`config.mk`:
```
export PLATFORM = sky130hd
export DESIGN_NAME = bcd_7seg_scan_driver
export DESIGN_NICKNAME = d
export VERILOG_FILES = /design/src/rtl/bcd_7seg_scan_driver.sv
export SDC_FILE = /design/constraint.sdc
export NUM_CORES = 1
export LEC_CHECK = 0
export ABC_AREA = 0
export BUFFER_PORTS_ARGS = -buffer_cell sky130_fd_sc_hd__buf_4
export CAP_MARGIN = 25
export CELL_PAD_IN_SITES_DETAIL_PLACEMENT = 1
export CELL_PAD_IN_SITES_GLOBAL_PLACEMENT = 2
export CORE_MARGIN = 3
export CORE_UTILIZATION = 38
export CTS_BUF_LIST = sky130_fd_sc_hd__clkbuf_8
export CTS_CLUSTER_SIZE = 14
export DETAILED_ROUTE_END_ITERATION = 7
export PLACE_DENSITY_LB_ADDON = 0.1
export SYNTH_ARGS = -nofsm -noshare
export SYNTH_HDL_FRONTEND = slang
export SYNTH_SLANG_ARGS = --single-unit
```
`constraint.sdc`:
```
create_clock -name clk -period 3.5 [get_ports clk]
set_input_delay 0.525 -clock clk [delete_from_list [all_inputs] [get_ports clk]]
set_output_delay 0.525 -clock clk [all_outputs]
set_load 0.1 [all_outputs]
```
`src/rtl/bcd_7seg_scan_driver.sv`:
```
// bcd_7seg_scan_driver
// Multiplexed N-digit BCD to 7-segment scan driver. A packed BCD word is
// latched into a shadow register on load, and the digits are scanned one
// slot at a time onto a shared segment bus. Each slot starts with a short
// all-off interval to suppress ghosting between neighbouring digits.
// Optional build macro: SEVSEG_LZB_EN enables leading-zero blanking.
module bcd_7seg_scan_driver #(
  parameter int DIGITS         = 4,
  parameter int COMMON_CATHODE = 0,
  parameter int SCAN_DIV       = 1000,
  parameter int BLANK_CYCLES   = 16
) (
  input  logic                  clk,
  input  logic                  rst,
  input  logic                  load,
  input  logic [4*DIGITS-1:0]   bcd_in,
  output logic [6:0]            seg,
  output logic [DIGITS-1:0]     dig_sel,
  output logic                  frame
);

  localparam int CNT_W = (SCAN_DIV > 1) ? $clog2(SCAN_DIV) : 1;
  localparam int IDX_W = (DIGITS > 1) ? $clog2(DIGITS) : 1;
  localparam logic [CNT_W-1:0]  CNT_LAST = CNT_W'(SCAN_DIV - 1);
  localparam logic [IDX_W-1:0]  IDX_LAST = IDX_W'(DIGITS - 1);
  // Inactive levels: common cathode drives segments high / digits low when lit.
  localparam logic [6:0]        SEG_OFF  = (COMMON_CATHODE != 0) ? 7'h00 : 7'h7F;
  localparam logic [DIGITS-1:0] DIG_OFF  = (COMMON_CATHODE != 0) ? {DIGITS{1'b1}} : {DIGITS{1'b0}};

  // Standard BCD glyphs in active-high {a..g} form; illegal codes show 'E'.
  function automatic logic [6:0] bcd_decode(input logic [3:0] code);
    case (code)
      4'd0:    bcd_decode = 7'b1111110;
      4'd1:    bcd_decode = 7'b0110000;
      4'd2:    bcd_decode = 7'b1101101;
      4'd3:    bcd_decode = 7'b1111001;
      4'd4:    bcd_decode = 7'b0110011;
      4'd5:    bcd_decode = 7'b1011011;
      4'd6:    bcd_decode = 7'b1011111;
      4'd7:    bcd_decode = 7'b1110000;
      4'd8:    bcd_decode = 7'b1111111;
      4'd9:    bcd_decode = 7'b1111011;
      default: bcd_decode = 7'b1001111;
    endcase
  endfunction

  logic [4*DIGITS-1:0] shadow_r;
  logic [CNT_W-1:0]    cnt_r;
  logic [IDX_W-1:0]    idx_r;
  logic                frame_r;
  logic [6:0]          seg_r;
  logic [DIGITS-1:0]   dig_sel_r;

  logic [CNT_W-1:0]    cnt_nxt_s;
  logic [IDX_W-1:0]    idx_nxt_s;
  logic                wrap_s;
  logic                blank_s;
  logic [3:0]          digit_s;
  logic [DIGITS-1:0]   onehot_s;
  logic                lz_sel_s;
  logic [6:0]          seg_nxt_s;
  logic [DIGITS-1:0]   dig_nxt_s;

  // Prescaler and scan index: advance the digit at the last cycle of each slot.
  always_comb begin
    cnt_nxt_s = cnt_r;
    idx_nxt_s = idx_r;
    wrap_s    = 1'b0;
    if (cnt_r == CNT_LAST) begin
      cnt_nxt_s = {CNT_W{1'b0}};
      if (idx_r == IDX_LAST) begin
        idx_nxt_s = {IDX_W{1'b0}};
        wrap_s    = 1'b1;
      end else begin
        idx_nxt_s = idx_r + IDX_W'(1);
      end
    end else begin
      cnt_nxt_s = cnt_r + CNT_W'(1);
    end
  end

  // With no blank interval the comparison would be constant, so it is not built.
  generate
    if (BLANK_CYCLES == 0) begin : g_noblank
      assign blank_s = 1'b0;
    end else begin : g_blank
      assign blank_s = (cnt_r < CNT_W'(BLANK_CYCLES));
    end
  endgenerate

  // Select the shadow digit for the current slot and build its one-hot enable.
  always_comb begin
    digit_s  = 4'h0;
    onehot_s = {DIGITS{1'b0}};
    for (int k = 0; k < DIGITS; k++) begin
      if (idx_r == IDX_W'(k)) begin
        digit_s     = shadow_r[4*k +: 4];
        onehot_s[k] = 1'b1;
      end else begin
        onehot_s[k] = 1'b0;
      end
    end
  end

`ifdef SEVSEG_LZB_EN
  logic [DIGITS-1:0] lz_s;

  // A digit is a leading zero when it and every more significant digit is 0; digit 0 always shows.
  always_comb begin
    logic zero_above;
    zero_above = 1'b1;
    lz_s       = {DIGITS{1'b0}};
    for (int k = DIGITS - 1; k >= 0; k--) begin
      zero_above = zero_above & (shadow_r[4*k +: 4] == 4'h0);
      lz_s[k]    = zero_above & (k != 0);
    end
  end

  assign lz_sel_s = |(lz_s & onehot_s);
`else
  assign lz_sel_s = 1'b0;
`endif

  // Next output values: all off during the blank interval, else the selected digit.
  always_comb begin
    seg_nxt_s = SEG_OFF;
    dig_nxt_s = DIG_OFF;
    if (blank_s) begin
      seg_nxt_s = SEG_OFF;
      dig_nxt_s = DIG_OFF;
    end else begin
      dig_nxt_s = (COMMON_CATHODE != 0) ? ~onehot_s : onehot_s;
      if (lz_sel_s) begin
        seg_nxt_s = SEG_OFF;
      end else begin
        seg_nxt_s = (COMMON_CATHODE != 0) ? bcd_decode(digit_s) : ~bcd_decode(digit_s);
      end
    end
  end

  // State and registered outputs; reset forces everything off and clears the shadow.
  always_ff @(posedge clk) begin
    if (rst) begin
      shadow_r  <= {(4*DIGITS){1'b0}};
      cnt_r     <= {CNT_W{1'b0}};
      idx_r     <= {IDX_W{1'b0}};
      frame_r   <= 1'b0;
      seg_r     <= SEG_OFF;
      dig_sel_r <= DIG_OFF;
    end else begin
      cnt_r     <= cnt_nxt_s;
      idx_r     <= idx_nxt_s;
      frame_r   <= wrap_s;
      seg_r     <= seg_nxt_s;
      dig_sel_r <= dig_nxt_s;
      if (load) begin
        shadow_r <= bcd_in;
      end else begin
        shadow_r <= shadow_r;
      end
    end
  end

  assign seg     = seg_r;
  assign dig_sel = dig_sel_r;
  assign frame   = frame_r;

endmodule

```
Yosys cells after proc, flatten, opt, wreduce, memory -nomap -nowiden. Memories as Yosys holds them, arrays and structs flattened. Index checks and enable logic that the tools add are counted.

Flip-flop bits (word level): 40. Output and inout bits: 12. Bits in read-only memories: 112. Memories: 1. Logic and storage cells: 30. Input port bits: 19.

Eq/ne operators: 4. Add/sub/neg operators: 2. Bitwise gates (word level): 2. Order comparisons: 1. Reduce and logical (&&, ||, !) cells: 4. Mux-type cells: 10.

Memory list: (no name shown) (depth 16, width 7, read ports 1, clocked after memory_dff 0, write ports 0, RTL line 32) `case (code)`.

Operator list (count): $mux W4 (4); $add A10 B1 Y10 const B (1); $eq A10 B10 Y1 const B (1); $lt A10 B5 Y1 const B (1); $mux W7 (1); $not A7 Y7 (1); $reduce_or A2 Y1 (3); $eq A2 B2 Y1 const B (2); $mux W1 (4); $add A2 B1 Y2 const B (1); $eq A2 B1 Y1 const B (1); $logic_not A2 Y1 (1); $mux W2 (1); $not A1 Y1 (1).

Depth between registers and ports, before layout. Gate-level depths: netlist of the first run. An unclocked memory read counts as a cell.

Depth after elaboration: 8. Gate-level depth with buffers: 9. Gate-level depth less buffers: 8.

Worst setup path before layout of the first run. Ideal clock, no wire load.

Kind: register -> register. Start point: reg idx_r[0]. End point: reg seg_r[5] (netlist: seg[5]). Arrival time: 1.821 ns. Cell stages (with the launch flop): 9. Library setup time: 0.074 ns. Buffers on the path: 2. Path slack: 1.605 ns. Path through: dfxtp_1 -> ha_1 -> clkbuf_2 -> buf_2 -> nor3b_1 -> a221o_1 -> ha_1 -> o21a_1 -> o21ai_0.

Word-level cells in the longest chain between the ends: 8.

RTL lines: from (decl) (RTL line 49) `logic [IDX_W-1:0] idx_r;`; from (signal assigned) (RTL line 146) `idx_r <= {IDX_W{1'b0}};`; from (signal assigned) (RTL line 152) `idx_r <= idx_nxt_s;`; $logic_not A2 Y1 (RTL line 96) `if (idx_r == IDX_W'(k)) begin`; $mux W4 (3 in a row) (RTL line 96); $mux W4 * (RTL line 96); $mem_v2 Z16 W7 *; $mux W7 * (RTL line 128) `if (blank_s) begin`; $not A7 Y7 * (RTL line 136) `seg_nxt_s = (COMMON_CATHODE != 0) ? bcd_decode(digit_s) : ~bcd_decode(digit_s);`; to (signal assigned) (RTL line 154) `seg_r <= seg_nxt_s;`; to (decl) (RTL line 51) `logic [6:0] seg_r;`.

Every way passes the cells marked *; elsewhere a longest branch is shown, timed or not. The select of a mux whose other input is x is not followed. A chain may end at the register's enable or synchronous reset.

Worst setup path in the final report of the first run. Ends and elaborated chain as after synthesis.

==> results of run 1 <==
registers in the layout (all words and copies together), names as in the netlist:
name and cells:
shadow_r 16, frame 1, cnt_r 10, dig_sel 4, idx_r 2, seg 7
layer usage:
layer / track usage (%) / vias up / wire length (um)
met5: 0 / - / 0
met2: 23.92 / 20 / 1800
met4: 5.433 / 0 / 15
met1: 19.34 / 643 / 1778
li1: - / 667 / -
met3: 3.784 / 2 / 150
cell families (layout without fill, tap and decap cells):
logic type / after synthesis / after routing / share of synthesized area (%)
AND/OR/NAND/NOR: 65 / 65 / 19.69
flip-flops: 40 / 40 / 45.49
AO/OA/AOI/OAI: 21 / 21 / 9.311
multiplexers: 19 / 19 / 11.09
buffers and inverters: 16 / 46 / 4.051
adder cells (fa/ha/maj): 9 / 9 / 6.397
XOR/XNOR: 8 / 8 / 3.980
cell usage in the layout, fill, tap and decap left out, drive strengths merged, types with 2 or more instances in the layout:
cell / instances
inv: 10
nor3: 3
nand3b: 4
xnor2: 5
dfxtp: 40
o211ai: 2
nor3b: 4
clkbuf: 6
buf: 30
xor2: 3
nand2: 4
nand3: 4
o21ai: 6
mux2i: 18
nor2: 29
a22o: 2
nand4: 2
a221o: 3
a211oi: 4
ha: 9
nor2b: 2
and2: 9
a221oi: 2
through the flow:
stage          instance area, um^2  power (uW)  utilization, %  setup WS, ns
2_1_floorplan                 1760       534.2               -         1.605
4_1_cts                       2100       868.2           47.56         1.224
5_1_grt                       2100       897.5           47.56        0.9938
3_5_place_dp                  2009       561.9           45.52         1.268
3_3_place_gp                  2009       558.2           45.52         1.415
6_report                      2100       853.0           47.56         1.246
power by group through the flow:
stage	registers [uW]	logic [uW]	clock network, uW
final	477	73.3	302
after global routing	479	82.1	336
after floorplan	485	49.3	0
after CTS	477	74.5	316
after global placement	487	70.9	0
after detailed placement	488	74.0	0
path summary, 6_finish.rpt:
| kind | start | to | slack (ns) | cells past startpoint |
|---|---|---|---|---|
| worst min-delay path | cnt_r[0]$_SDFF_PP0_ | cnt_r[0]$_SDFF_PP0_ | 0.46 | 1 |
| worst max-delay path | idx_r[0]$_SDFFE_PP0N_ | seg[5]$_SDFF_PP1_ | 1.25 | 6 |
| worst min register to register | cnt_r[0]$_SDFF_PP0_ | cnt_r[0]$_SDFF_PP0_ | 0.46 | 1 |
| worst max register to register | idx_r[0]$_SDFFE_PP0N_ | seg[5]$_SDFF_PP1_ | 1.25 | 6 |
final cells by class:
| type | instances | area [um^2] |
|---|---|---|
| Fill cell | 501 | 2315 |
| Multi-Input combinational cell | 122 | 888.4 |
| Sequential cell | 40 | 800.8 |
| Timing Repair Buffer | 30 | 225.2 |
| Clock buffer | 6 | 82.58 |
| Tap cell | 52 | 65.06 |
| Inverter | 8 | 30.03 |
| Clock inverter | 2 | 7.507 |
==> results.toml, run 1 <==
[sta]
tightest_slew_ns = 0.6882
min_period_over_period_pct = 64.41
fmax_mhz = 443.6
fin_tns_setup_ns = 0
finalSetupViolCount = 0
slew_violations = 0
finalHoldViolations = 0
fin_skew_ns = 0.007852
period_minus_slack_ns = 2.254
rsz0062_at_grt = "no"
holdWs_ns = 0.4608
relSlewSlack_pct = 54.12

[run_status]
status = "finished clean"

[final_layout]
fin_cells = 260
fin_nets = 235
synthToLayoutAreaGrowth_pct = 19.26
diodes = 0
drive_gt1_share_pct = 20.67

[cts]
clk_pin_slew_ns = 0.07
insertion_delay_ns = 0.28
tritoncts = "yes"
cts_max_level = 2
cts_buffers = 5
clock-sinks = 40
clockRootBuffer = "clkbuf_8"
postCtsSetupBuffers = 0
cts_hold_buffers = 0
clockBufferDepth = 2
cts_resized = 0

[place]
gp_congestion = 0.7959
io_buffers = 30
hpwl_mm = 2.849
place_inst = 252

[logic_synthesis]
ys.warnings.count = 0
yosysTopAreaCell = "dfxtp_1"
synth_cell_types = 36
synth_ff_type = "dfxtp_1"
yosysSeqAreaShare_pct = 45.49
synth_common_cells = "40 x dfxtp_1, 29 x nor2_1, 18 x mux2i_1"
synth_area_um2 = 1760
async_reset_ff_share_pct = 0
yosys-top-cells-area = "dfxtp_1 45%, mux2i_1 10%, ha_1 6.4%"
yosysMostFrequentCell = "dfxtp_1"
synthesis.nets = 206
yosys.area.top_type_share_pct = 45.49
synthCells = 178
ys_ff_latch = 40
synth_edf_count = 0
syn_avg_cell_area_um2 = 9.890

[die]
pin_count = 31
core_um2 = 4414
row_count = 24
initial_core_util_pct = 39.88
dieArea_um2 = 5486
die_w_um = 74.07
die_h_um = 74.07

[global_routing]
antenna_found_initial = 0
grt_pass1_wl_mm = 6.327
grt.total_usage_pct = 14.90
grt_pass1_vias = 1376
grt_max_degree = 23
overflow = 0

[critical_path]
startpoint_type = "register"
critPathMaxStageDelay_ns = 0.55
arrival_ns = 2.47
crit_required_ns = 3.72
critPathSlowestCell = "ha_1"
crit_path_end_kind = "register"
crit_path_max_fanout = 16
cp.buffers_inverters = 0
critPathKind = "reg -> reg"
path_delay_family = "compound AO/OA/AOI/OAI gates"
crit_chain = "ha_1, a211oi_1, a221oi_2, ha_1, o21a_1, o21ai_0"
cp_common_cell = "ha_1"

[pwr]
p_sw_share_pct = 22.43
p_leak_uw = 0.0009083
power.density_nw_per_um2 = 406.3
max-vdd-ir-drop_uv = 261.9
switchingPower_uw = 191.3
power_frac_clock_pct = 35.4
p_int_uw = 661.7
combPwrFrac_pct = 8.6
seqPwrFrac_pct = 56.0

[route]
drt-total-wl_mm = 3.744
drtIter0Drc = 42
drc_errors = 0
dr.pass1.iters = 4
wl_per_cell_um = 14.40
vias = 1332
viasPerCell = 5.123
detail-route-antenna-nets = 0

[hold_path]
min_path_type = "reg -> reg"

[flow_run]
maxCapViolCount = 0
Note: power is estimated with default switching activity, not from simulation.
==> run 2: changes to the inputs <==
CORE_UTILIZATION = 32   (was 38)
clock period = 1.95 ns   (was 3.5 ns; I/O delays follow)
==> results.toml, run 2 (same netlist as run 1, synthesis figures left out) <==
[run_status]
status = "finished clean"

[cts]
clockBufferDepth = 2
clockRootBuffer = "clkbuf_8"
cts_hold_buffers = 0
tritoncts = "yes"
insertion_delay_ns = 0.29
clk_pin_slew_ns = 0.08
cts_buffers = 5
clock-sinks = 40
cts_max_level = 2

[final_layout]
final_cell_mix = "42 x buf_4, 38 x dfxtp_1, 29 x nor2_1"
largest-register = "shadow_r"
multi_input_area_um2 = 965.9
largest_reg_flops = 16
fin_nets = 247
synthToLayoutAreaGrowth_pct = 31.49
seq_area_um2 = 808.3
fill_cells = 603
layout_commonest_cell = "buf_4"
fin_cells = 290
drive_gt1_share_pct = 30.91
diodes = 0

[die]
row_count = 26
pin_count = 31
die_h_um = 80.17
die_w_um = 80.17
initial_core_util_pct = 33.82
core_um2 = 5205
dieArea_um2 = 6427

[critical_path]
crit_start = "idx_r[1]$_SDFFE_PP0N_"
crit_path_max_fanout = 8
r2r_slack_ns = 0.09
arrival_ns = 2.07
endpoint = "seg[5]$_SDFF_PP1_"
reg2reg_to = "seg[5]$_SDFF_PP1_"
reg2reg_depth = 7
crit_path_end_kind = "register"
critPathKind = "reg -> reg"
r2r-start = "idx_r[1]$_SDFFE_PP0N_"
startpoint_type = "register"
crit_required_ns = 2.17

[global_routing]
antenna_found_initial = 0
grt_max_degree = 23
grt_pass1_wl_mm = 6.858
grt.total_usage_pct = 13.65
overflow = 0
grt_pass1_vias = 1426

[sta]
slew_violations = 0
fmax_mhz = 538.3
tightest_slew_ns = 0.3321
holdWs_ns = 0.2338
relSlewSlack_pct = 77.86
fin_skew_ns = 0.004469
finalSetupViolCount = 0
finalHoldViolations = 0
min_period_over_period_pct = 95.26
period_minus_slack_ns = 1.858

[place]
hpwl_mm = 3.159
io_buffers = 30
gp_congestion = 0.8310
place_inst = 280

[pwr]
p_leak_uw = 0.0009867
max-vdd-ir-drop_uv = 297.3
power.density_nw_per_um2 = 713.3

[route]
drc_errors = 0
drt-total-wl_mm = 4.165
vias = 1403
dr.pass1.iters = 4
viasPerCell = 4.838
drtIter0Drc = 52
wl_per_cell_um = 14.36
detail-route-antenna-nets = 0

[flow_run]
maxCapViolCount = 0

[hold_path]
min_path_type = "in -> reg"
==> run 2: changes by cell type in the layout (fill, tap and decap cells not counted), moves of 3 or more <==
cell   before  now
buf_4      30   42
ha_1        9    5
ha_4        0    4
inv_1      10    7
==> run 2: worst min-delay path by stage <==
stage                              startpoint                        end  slack, ns  cells after the start
after floorplan           cnt_r[0]$_SDFF_PP0_        cnt_r[0]$_SDFF_PP0_       0.42                      1
after global placement    cnt_r[0]$_SDFF_PP0_        cnt_r[0]$_SDFF_PP0_       0.43                      1
after detailed placement  cnt_r[0]$_SDFF_PP0_        cnt_r[0]$_SDFF_PP0_       0.45                      1
after CTS                          bcd_in[10]  shadow_r[10]$_SDFFE_PP0P_       0.23                      3
after global routing                bcd_in[5]   shadow_r[5]$_SDFFE_PP0P_       0.23                      3
final                               bcd_in[5]   shadow_r[5]$_SDFFE_PP0P_       0.23                      3
==> run 2: final cells by class <==
cell class / count / area share [%]
flip-flops and latches: 40 / 34.92
repair buffers: 42 / 13.62
multi-input cells: 122 / 41.73
well taps: 70 / 3.784
clock inverters: 3 / 1.676
inverters: 8 / 1.297
clock buffers: 5 / 2.973
==> run 2: power by group <==
group | leakage (uW) | total (uW) | internal [uW] | switching, uW
clock | 0.0000593 | 655 | 375 | 281
combinational | 0.000599 | 140 | 75.0 | 65.3
sequential | 0.000328 | 856 | 838 | 17.4
total | 0.000987 | 1650 | 1290 | 363
==> run 2: what timing repair did <==
action                     in CTS  in global routing
pin swaps                       2                  2
gates resized for setup         5                 15
hold endpoints to repair        0                  0
setup buffers                   0                  2
setup endpoints to repair       6                  6
==> run 2: stage by stage <==
step / power [uW] / util, % / setup TNS (ns) / setup slack, ns / area, um^2
3_5_place_dp: 1018 / 40.48 / -0.2986 / -0.08102 / 2107
6_report: 1651 / 44.47 / 0 / 0.09238 / 2315
4_1_cts: 1679 / 42.81 / 0 / 0.01210 / 2228
5_1_grt: 1734 / 44.47 / -0.08530 / -0.03628 / 2315
3_3_place_gp: 1009 / 40.48 / 0 / 0.05329 / 2107
2_1_floorplan: 958.9 / - / 0 / 0.05493 / 1760
==> run 2: worst max-delay path: stages, from the launching register on <==
cell and delay (ns):
dfxtp_4 0.35, buf_4 0.14, ha_4 0.18, a211oi_2 0.32, a221oi_4 0.13, ha_1 0.32, o21a_1 0.19, o21ai_0 0.14
==> run 2: metal layers <==
metal	vias up	share of wire [%]	global-route usage [%]
li1	695	-	-
met5	-	0	0
met3	5	4.2	3.700
met2	29	48	22.02
met4	0	0.89	4.054
met1	674	47	17.72
==> run 3: changes to the inputs <==
CELL_PAD_IN_SITES_DETAIL_PLACEMENT = not set   (was 1)
CELL_PAD_IN_SITES_GLOBAL_PLACEMENT = not set   (was 2)
CORE_UTILIZATION = 45   (was 32)
PLACE_DENSITY = 0.69   (was not set)
PLACE_DENSITY_LB_ADDON = not set   (was 0.1)
==> results.toml, run 3 (same netlist as run 1, synthesis figures left out) <==
[route]
detail-route-antenna-nets = 0
drc_errors = 0
drtIter0Drc = 27
drt-total-wl_mm = 3.549
vias = 1347
viasPerCell = 5.083
dr.pass1.iters = 4
wl_per_cell_um = 13.39

[flow_run]
maxCapViolCount = 0

[global_routing]
antenna_found_initial = 0
grt_max_degree = 23
grt_pass1_wl_mm = 5.540
grt.busiest_layer = "met2"
overflow = 0
grt.total_usage_pct = 16.17
met2_usage_pct = 26.10
use_met1_pct = 19.03
use_met3_pct = 5.186
grt_pass1_vias = 1259

[die]
row_count = 22
pin_count = 31
core_um2 = 3716
initial_core_util_pct = 47.37
die_w_um = 68.55
die_h_um = 68.55
dieArea_um2 = 4698

[cts]
clockRootBuffer = "clkbuf_8"
clk_pin_slew_ns = 0.07
insertion_delay_ns = 0.29
cts_hold_buffers = 0
clockBufferDepth = 2
cts_buffers = 5
clock-sinks = 40
cts_max_level = 2
tritoncts = "yes"

[pwr]
p_leak_uw = 0.0009583
power.density_nw_per_um2 = 682.3
max-vdd-ir-drop_uv = 311.8
power_uw = 1538

[hold_path]
min_path_type = "in -> reg"
holdPathStages = 3

[final_layout]
drive_gt1_share_pct = 31.34
utilization_pct = 60.67
largest-register = "shadow_r"
final_cell_mix = "39 x buf_4, 38 x dfxtp_1, 29 x nor2_1"
diodes = 0
fin_nets = 244
largest_reg_flops = 16
layout_commonest_cell = "buf_4"
synthToLayoutAreaGrowth_pct = 28.07

[critical_path]
startpoint_type = "register"
reg2reg_depth = 7
crit_path_max_fanout = 8
crit_required_ns = 2.17
arrival_ns = 2.14
crit_path_end_kind = "register"
critPathKind = "reg -> reg"

[sta]
fin_skew_ns = 0.007576
tightest_slew_ns = 0.3975
relSlewSlack_pct = 73.45
fmax_mhz = 520.3
slew_violations = 0
period_minus_slack_ns = 1.922
fin_tns_setup_ns = 0
min_period_over_period_pct = 98.56
finalSetupViolCount = 0
finalHoldViolations = 0

[place]
io_buffers = 30
hpwl_mm = 2.652
gp_congestion = 0.7706

[run_status]
status = "finished clean"
[run 3: where the power goes]
group | switching (uW) | leakage (uW) | total (uW) | internal (uW)
sequential | 16.9 | 0.000328 | 856 | 839
combinational | 65.1 | 0.000577 | 142 | 76.7
clock | 263 | 0.0000538 | 541 | 278
total | 345 | 0.000958 | 1540 | 1190
[run 3: path summary, 6_finish.rpt]
path | from | slack [ns] | endpoint
max | idx_r[0]$_SDFFE_PP0N_ | 0.03 | seg[2]$_SDFF_PP1_
min | bcd_in[3] | 0.24 | shadow_r[3]$_SDFFE_PP0P_
max reg2reg | idx_r[0]$_SDFFE_PP0N_ | 0.03 | seg[2]$_SDFF_PP1_
min reg2reg | cnt_r[0]$_SDFF_PP0_ | 0.46 | cnt_r[0]$_SDFF_PP0_
[run 3: cell type report]
class,instances,area [um^2]
fill,337,1461
clock inverter,2,7.507
timing repair buffer,39,292.8
inverter,8,33.78
multi-input combinational,122,969.7
tap,48,60.06
clock buffer,6,82.58
sequential,40,808.3
[run 3: worst max-delay path, cell delays in order (launching register included)]
cell	delay, ns
dfxtp_4	0.39
clkinvlp_4	0.13
ha_4	0.21
nor3b_1	0.15
a221o_1	0.37
ha_4	0.20
mux2_4	0.27
o211ai_2	0.13
[run 3: timing repair]
action	CTS	global route
pin swaps	0	6
gates resized for setup	5	19
gates cloned	0	0
setup endpoints to repair	5	7
setup buffers	0	2
[run 3: metrics by stage]
stage | hold slack, ns | area, um^2 | worst slack (ns) | instances
after floorplan | 0.4179 | 1760 | 0.05493 | 178
after global placement | 0.4312 | 2057 | 0.03998 | 255
after detailed placement | 0.4540 | 2057 | -0.09930 | 255
after CTS | 0.2290 | 2157 | 0.004858 | 263
after global routing | 0.2354 | 2255 | -0.02965 | 265
final | 0.2368 | 2255 | 0.02804 | 265
[run 3: per-layer routing]
layer  vias up  part of all wire [%]  routed length, um
li1        684                     -                  -
met1       633                    44               1549
met2        28                    51               1799
met3         2                   4.9                175
met4         0                  0.68                 24
met5         -                     0                  0
